[src/rtl/ex_wb_stage_pkg.sv]
// Shared constants and ALU op encodings for the EX/WB stage.
// Widths here are the defaults for the stage and ALU parameters.
package ex_wb_stage_pkg;

   localparam int unsigned DATA_W = 8;
   localparam int unsigned REG_AW = 3;
   localparam int unsigned CNT_W  = 8;

   typedef enum logic [1:0] {
      ALU_ADD = 2'b00,
      ALU_SUB = 2'b01,
      ALU_AND = 2'b10,
      ALU_OR  = 2'b11
   } alu_op_e;

endpackage

[src/rtl/alu8.sv]
// Combinational ALU: ADD/SUB with carry/borrow, AND/OR with carry cleared.
module alu8 #(
   parameter int unsigned DATA_W = ex_wb_stage_pkg::DATA_W
) (
   input  logic [1:0]        op_i,
   input  logic [DATA_W-1:0] a_i,
   input  logic [DATA_W-1:0] b_i,
   output logic [DATA_W-1:0] result_o,
   output logic              carry_o
);
   import ex_wb_stage_pkg::*;

   logic [DATA_W:0] sum;
   logic [DATA_W:0] diff;

   assign sum  = {1'b0, a_i} + {1'b0, b_i};
   // The extra MSB of the 9-bit difference is set exactly when a_i < b_i.
   assign diff = {1'b0, a_i} - {1'b0, b_i};

   always_comb begin
      result_o = '0;
      carry_o  = 1'b0;
      case (alu_op_e'(op_i))
         ALU_ADD: begin
            result_o = sum[DATA_W-1:0];
            carry_o  = sum[DATA_W];
         end
         ALU_SUB: begin
            result_o = diff[DATA_W-1:0];
            carry_o  = diff[DATA_W];
         end
         ALU_AND: result_o = a_i & b_i;
         ALU_OR:  result_o = a_i | b_i;
         default: begin
            result_o = '0;
            carry_o  = 1'b0;
         end
      endcase
   end

endmodule

[src/rtl/ex_wb_stage.sv]
// Execute stage: WB-to-EX forwarding on rs, ALU or immediate select, EX/WB register,
// registered zero/carry flags and a saturating forwarding-event counter.
module ex_wb_stage #(
   parameter int unsigned DATA_W = ex_wb_stage_pkg::DATA_W,
   parameter int unsigned REG_AW = ex_wb_stage_pkg::REG_AW,
   parameter int unsigned CNT_W  = ex_wb_stage_pkg::CNT_W
) (
   input  logic              clk,
   input  logic              reset,
   input  logic              flush,
   input  logic              reg_write_idex,
   input  logic [1:0]        alu_ctrl_idex,
   input  logic [DATA_W-1:0] data1_idex,
   input  logic [DATA_W-1:0] data2_idex,
   input  logic [REG_AW-1:0] rd_idex,
   input  logic              output_sel_idex,
   input  logic [REG_AW-1:0] rs_idex,
   output logic              reg_write_exwb,
   output logic [REG_AW-1:0] rd_exwb,
   output logic [DATA_W-1:0] wb_data_exwb,
   output logic              zero_flag,
   output logic              carry_flag,
   output logic [CNT_W-1:0]  fwd_count
);

   logic              reg_write_q, reg_write_d;
   logic [REG_AW-1:0] rd_q, rd_d;
   logic [DATA_W-1:0] wb_data_q, wb_data_d;
   logic              zero_q, zero_d;
   logic              carry_q, carry_d;
   logic [CNT_W-1:0]  cnt_q, cnt_d;

   logic              fwd_hit;
   logic [DATA_W-1:0] op_a;
   logic [DATA_W-1:0] alu_res;
   logic              alu_carry;
   logic              flag_upd;

   // A bubble (write-enable low) never forwards; r0 is an ordinary register here.
   assign fwd_hit = reg_write_q && (rd_q == rs_idex);
   assign op_a    = fwd_hit ? wb_data_q : data1_idex;

   alu8 #(
      .DATA_W (DATA_W)
   ) u_alu (
      .op_i     (alu_ctrl_idex),
      .a_i      (op_a),
      .b_i      (data2_idex),
      .result_o (alu_res),
      .carry_o  (alu_carry)
   );

   assign flag_upd = reg_write_idex && !output_sel_idex && !flush;

   always_comb begin
      reg_write_d = reg_write_idex & ~flush;
      rd_d        = rd_idex;
      wb_data_d   = output_sel_idex ? data2_idex : alu_res;
      zero_d      = zero_q;
      carry_d     = carry_q;
      cnt_d       = cnt_q;
      if (flag_upd) begin
         zero_d  = (alu_res == '0);
         carry_d = alu_carry;
      end
      if (fwd_hit && !flush && (cnt_q != {CNT_W{1'b1}})) begin
         cnt_d = cnt_q + 1'b1;
      end
   end

   always_ff @(posedge clk) begin
      if (reset) begin
         reg_write_q <= 1'b0;
         rd_q        <= '0;
         wb_data_q   <= '0;
         zero_q      <= 1'b0;
         carry_q     <= 1'b0;
         cnt_q       <= '0;
      end else begin
         reg_write_q <= reg_write_d;
         rd_q        <= rd_d;
         wb_data_q   <= wb_data_d;
         zero_q      <= zero_d;
         carry_q     <= carry_d;
         cnt_q       <= cnt_d;
      end
   end

   assign reg_write_exwb = reg_write_q;
   assign rd_exwb        = rd_q;
   assign wb_data_exwb   = wb_data_q;
   assign zero_flag      = zero_q;
   assign carry_flag     = carry_q;
   assign fwd_count      = cnt_q;

endmodule
[config.mk]
export PLATFORM = sky130hd
export DESIGN_NAME = ex_wb_stage
export DESIGN_NICKNAME = d
export VERILOG_FILES = /design/src/rtl/ex_wb_stage_pkg.sv /design/src/rtl/alu8.sv /design/src/rtl/ex_wb_stage.sv
export SDC_FILE = /design/constraint.sdc
export NUM_CORES = 1
export LEC_CHECK = 0
export ABC_AREA = 1
export BUFFER_PORTS_ARGS = -buffer_cell sky130_fd_sc_hd__buf_2
export CAP_MARGIN = 20
export CORE_UTILIZATION = 58
export CTS_CLUSTER_SIZE = 10
export DETAILED_ROUTE_END_ITERATION = 16
export PLACE_DENSITY_LB_ADDON = 0.15
export RECOVER_POWER = 100
export SKIP_CTS_REPAIR_TIMING = 1
export SLEW_MARGIN = 15
export SYNTH_ARGS = -nofsm -noshare
export SYNTH_HDL_FRONTEND = slang
export SYNTH_SLANG_ARGS = --single-unit
[constraint.sdc]
create_clock -name clk -period 6.49 [get_ports clk]
set_clock_uncertainty 0.05 [all_clocks]
set_input_delay 1.298 -clock clk [delete_from_list [all_inputs] [get_ports clk]]
set_output_delay 1.298 -clock clk [all_outputs]
set_load 0.02 [all_outputs]
[Yosys cells after proc, flatten, opt, wreduce, memory -nomap -nowiden]
Index checks and enable logic that the tools add are counted.
Operators by class
  $add $sub $neg: 3
  eq/ne operators: 5
  mux-type cells: 4
  bitwise operators: 4
  reductions and logical operators: 9
Operators by type and width (number)
  $pmux W8 S4: 1
  $mux W8: 2
  $add A8 B8 Y9: 1
  $sub A8 B8 Y9: 1
  $add A8 B1 Y8 const B: 1
  $and A8 B8 Y8: 1
  $logic_not A8 Y1: 1
  $ne A8 B8 Y1 const B: 1
  $or A8 B8 Y8: 1
  $logic_and A1 B1 Y1: 5
  $eq A2 B2 Y1 const B: 2
  $eq A3 B3 Y1: 1
  $eq A2 B1 Y1 const B: 1
  $logic_not A1 Y1: 2
  $logic_not A2 Y1: 1
  $pmux W1 S2: 1
  $and A1 B1 Y1: 1
  $not A1 Y1: 1
Word-level totals
  register bits: 22
  bits of input ports: 29
  output and inout bits: 22
  logic and storage cells: 31

[Longest topological paths before layout]
  depth in word-level cells: 6
  gate-level depth with buffers: 21
  gate-level depth less buffers: 21

[Cells and area by module]
Synthesis repeated with hierarchy kept, for this count alone.
Second synthesis, totals
  cells, all modules: 374
  area, all modules: 2267.2 µm²
By module, submodules not included
  ex_wb_stage: instances 1, cells each 182, area each 1153.6 µm², sequential area each 440.4 µm²
  alu8: instances 1, cells each 192, area each 1113.6 µm², sequential area each 0.0 µm²

[Worst setup path before layout]
Ideal clock, no wire load.
  kind: input-to-reg
  from: input rs_idex[0]
  to: register zero_q (netlist: zero_flag)
  setup time: 0.071 ns
  data arrival time: 3.584 ns
  required time: 6.369 ns
  setup slack: 2.785 ns
  cell stages on the path: 18
  buffers on the path: 1
  cell sequence: inv_1 nor2_1 a211oi_1 nand2_1 clkbuf_1 o21ai_0 inv_1 ha_1 fa_1 xor2_1 nand2_1 nand2_1 nand2_1 nor2_1 nand3_1 nor2_1 nand2_1 a21oi_1
Between the ends
  longest elaborated chain between the ends: 6
  elaborated cells on any way between the ends: 9
  classes of those cells: 2 x add/sub; 1 x eq/ne; 2 x mux; 2 x bitwise; 2 x reduce/logical
RTL lines
  start: declaration: RTL line ex_wb_stage.sv:17  | input logic [REG_AW-1:0] rs_idex,
  $eq A3 B3 Y1 *: RTL line ex_wb_stage.sv:40  | assign fwd_hit = reg_write_q && (rd_q == rs_idex);
  $logic_and A1 B1 Y1 *: RTL line ex_wb_stage.sv:40
  $mux W8 *: RTL line ex_wb_stage.sv:41  | assign op_a = fwd_hit ? wb_data_q : data1_idex;
  $sub A8 B8 Y9 (tied with other cells): RTL line alu8.sv:18  | assign diff = {1'b0, a_i} - {1'b0, b_i};
  $pmux W8 S4 *: RTL line alu8.sv:23  | case (alu_op_e'(op_i))
  $logic_not A8 Y1 *: RTL line ex_wb_stage.sv:63  | zero_d = (alu_res == '0);
  end signal: assignment: RTL line ex_wb_stage.sv:83  | zero_q <= zero_d;
  end: declaration: RTL line ex_wb_stage.sv:29  | logic zero_q, zero_d;
Every way passes the cells marked *; elsewhere a longest branch is shown, timed or not.
A chain may end at the register's enable or synchronous reset.

[Worst setup path after layout]
  from: input rs_idex[1]
  to: register zero_q (netlist: zero_flag)
Same word-level chain as after synthesis.

==> results.yml <==
logic_synthesis:
  synth-main-ff-cell: "dfxtp_1"
  syn_nets: 402
  synth_edf_count: 0
  synth.avg_cell_area_sq_um: 6.15
  syn_inst: 345
  syn_area_sq_um: 2120
  ys_seq_elements: 22
  yosysSeqAreaShare_pct: 20.8
  yosys_warnings: 0
  synth.distinct_cells: 29
  async_reset_ff_share_pct: 0
die:
  die_x_microns: 62.5
  core_sq_um: 3420
  rows: 21
  fp.dieH_microns: 62.5
  num_io_pins: 51
  die-area_sq_um: 3900
  start_util_pct: 62.1
worst_setup_path:
  worstPathMaxFanout: 16
  startpoint: "rs_idex[1]"
  critical_path_class: "input pin to flop"
  r2r_slack_ns: 3.12
  reg2reg_depth: 19
  cp.required_ns: 6.70
  end_kind: "flop"
  cp-endpoint: "zero_flag$_SDFFE_PP0P_"
  reg2reg_to: "zero_flag$_SDFFE_PP0P_"
  regToRegStartpoint: "rd_exwb[1]$_SDFF_PP0_"
  cp-start-kind: "input pin"
  critPathArrivalTime_ns: 4.25
cts:
  cts_max_level: 1
  cts_buffer_depth: 2
  cts_made_buffers: 3
  clk_pin_slew_ns: 0.13
  clock-sinks: 22
  cts_root_buf: "clkbuf_4"
  cts_tree: "built"
  clock_latency_ns: 0.32
finish:
  multi_input_area_sq_um: 1390
  final_util_pct: 71.4
  finalNonFillerCells: 441
  seqCellArea_sq_um: 440
  antenna_cells: 0
  fill_cells: 327
  syn_to_final_growth_pct: 14.9
  drive_gt1_share_pct: 9.37
  nNetsFinal: 453
global_route:
  grt_util_all_layers_pct: 28.8
  met3_usage_pct: 4.74
  grt_pass1_wl_microns: 9160
  grt_max_degree: 17
  grt_use_met1_pct: 37.1
  grt.overflow.total: 0
  top_usage_layer: "met2"
  met2_usage_pct: 49.7
  antenna_found_initial: 0
  grt_pass1_vias: 2089
worst_hold_path:
  hp-class: "flop to flop"
  hp-start: "zero_flag$_SDFFE_PP0P_"
timing:
  fin_setup_tns_ns: 0
  rsz0062_at_grt: "no"
  holdWs_ns: 0.434
  setup_slack_ns: 2.45
  finalHoldViolations: 0
  finalCriticalPeriod_ns: 4.04
  setup_viol: 0
  tightest_slew_ns: 0.567
  min_period_over_period_pct: 62.2
  drv_slew: 0
  fmax_ghz: 0.248
  max-slew-margin-rel_pct: 61.8
placement:
  dp.cells: 437
  place_ws_ns: 2.20
  place_congestion: 0.920
  detailed_place_hpwl_microns: 4340
  portBuffers: 50
routing:
  wl_per_cell_microns: 12.0
  drt_iter0_markers: 116
  first_pass_iters: 4
  wl_microns: 5300
  num_vias: 2303
  ant_nets: 0
  drc: 0
  vias_per_cell: 5.22
status:
  status: "finished, final reports clean"
pwr:
  leakagePower_nw: 1.34
  ir_drop_mv: 0.166
  power.density_nw_per_um2: 157
run:
  max-cap-violations: 0
==> routing by layer <==
layer / vias up / share of wire, %
li1: 1197 / -
met4: 0 / 1.2
met3: 7 / 6.5
met2: 94 / 47
met5: - / 0
met1: 1005 / 45
==> cell usage after synthesis, types with 2 or more instances <==
library cell  count  area [sq um]
dfxtp_1          22           440
ha_1             26           325
nand3_1          30           150
nand2_1          82           308
a211oi_1          3          22.5
clkbuf_1          4          15.0
a21oi_1          20           100
nor3_1            4          20.0
nand3b_1          3          22.5
nor2_1           24          90.1
fa_1              2          40.0
o22ai_1           2          12.5
o211ai_1          2          15.0
or2_2             3          18.8
nand4_1           7          43.8
o21ai_0          25           125
inv_1            71           267
xor2_1            3          26.3
inv_2             2          7.51
==> cell type report <==
type | count | area share, %
tap | 46 | 2.36
multi-input combinational | 246 | 57.1
sequential | 22 | 18.1
clock inverter | 1 | 1.23
inverter | 73 | 11.2
timing repair buffer | 50 | 9.08
clock buffer | 3 | 0.924
==> power by group <==
part / switching [mW] / internal, mW / total (mW)
sequential: 0.00319 / 0.141 / 0.144
clock: 0.0428 / 0.0625 / 0.105
combinational: 0.0858 / 0.0466 / 0.132
total: 0.132 / 0.250 / 0.382
==> worst max-delay path, cell delays in order <==
cell and delay, ns:
buf_2 0.10, o21ai_0 0.16, a211oi_1 0.06, nand2_1 0.34
inv_1 0.14, or2_2 0.30, o21ai_0 0.17, inv_1 0.09
ha_1 0.26, fa_1 0.46, xor2_1 0.18, nand2_1 0.07
nand2_1 0.11, nand2_1 0.06, nor2_1 0.10, nand3_1 0.10
nor2_1 0.10, nand2_1 0.06, a21oi_1 0.11
==> cell families after synthesis <==
group	synth area share [%]
AND/OR/NAND/NOR	32.5
buffers and inverters	13.6
AO/OA/AOI/OAI	14.2
adder cells (fa/ha/maj)	17.2
flip-flops	20.8
XOR/XNOR	1.65
==> worst min-delay path by stage <==
stage | endpoint | slack, ns | depth (start not counted)
final | zero_flag$_SDFFE_PP0P_ | 0.43 | 2
after global routing | fwd_count[7]$_SDFFE_PP0P_ | 0.49 | 2
after CTS | zero_flag$_SDFFE_PP0P_ | 0.43 | 2
after detailed placement | zero_flag$_SDFFE_PP0P_ | 0.41 | 2
after global placement | zero_flag$_SDFFE_PP0P_ | 0.42 | 2
after floorplan | zero_flag$_SDFFE_PP0P_ | 0.49 | 2
==> through the flow <==
step,power [mW],cell area [sq um]
CTS,0.384,2470
global placement,0.276,2410
detailed placement,0.279,2410
finish,0.382,2440
global route,0.408,2440
floorplan,0.240,2120
==> state kept, by name, summed over array words and instances (netlist names) <==
register        count
fwd_count           8
wb_data_exwb        8
rd_exwb             3
carry_flag          1
reg_write_exwb      1
zero_flag           1
==> layout by cell type, fill, tap and decap left out, types with 2 or more instances in the layout <==
master    instances
nand2_1          82
inv_1            72
nand3_1          30
buf_2            27
o21ai_0          26
ha_1             26
nor2_1           24
clkbuf_1         23
dfxtp_1          22
a21oi_1          20
nand4_1           7
nor3_1            4
a211oi_1          3
xor2_1            3
or2_2             3
nand3b_1          3
clkbuf_4          3
o22ai_1           2
o211ai_1          2
fa_1              2
Note: power is estimated with default switching activity, not from simulation.
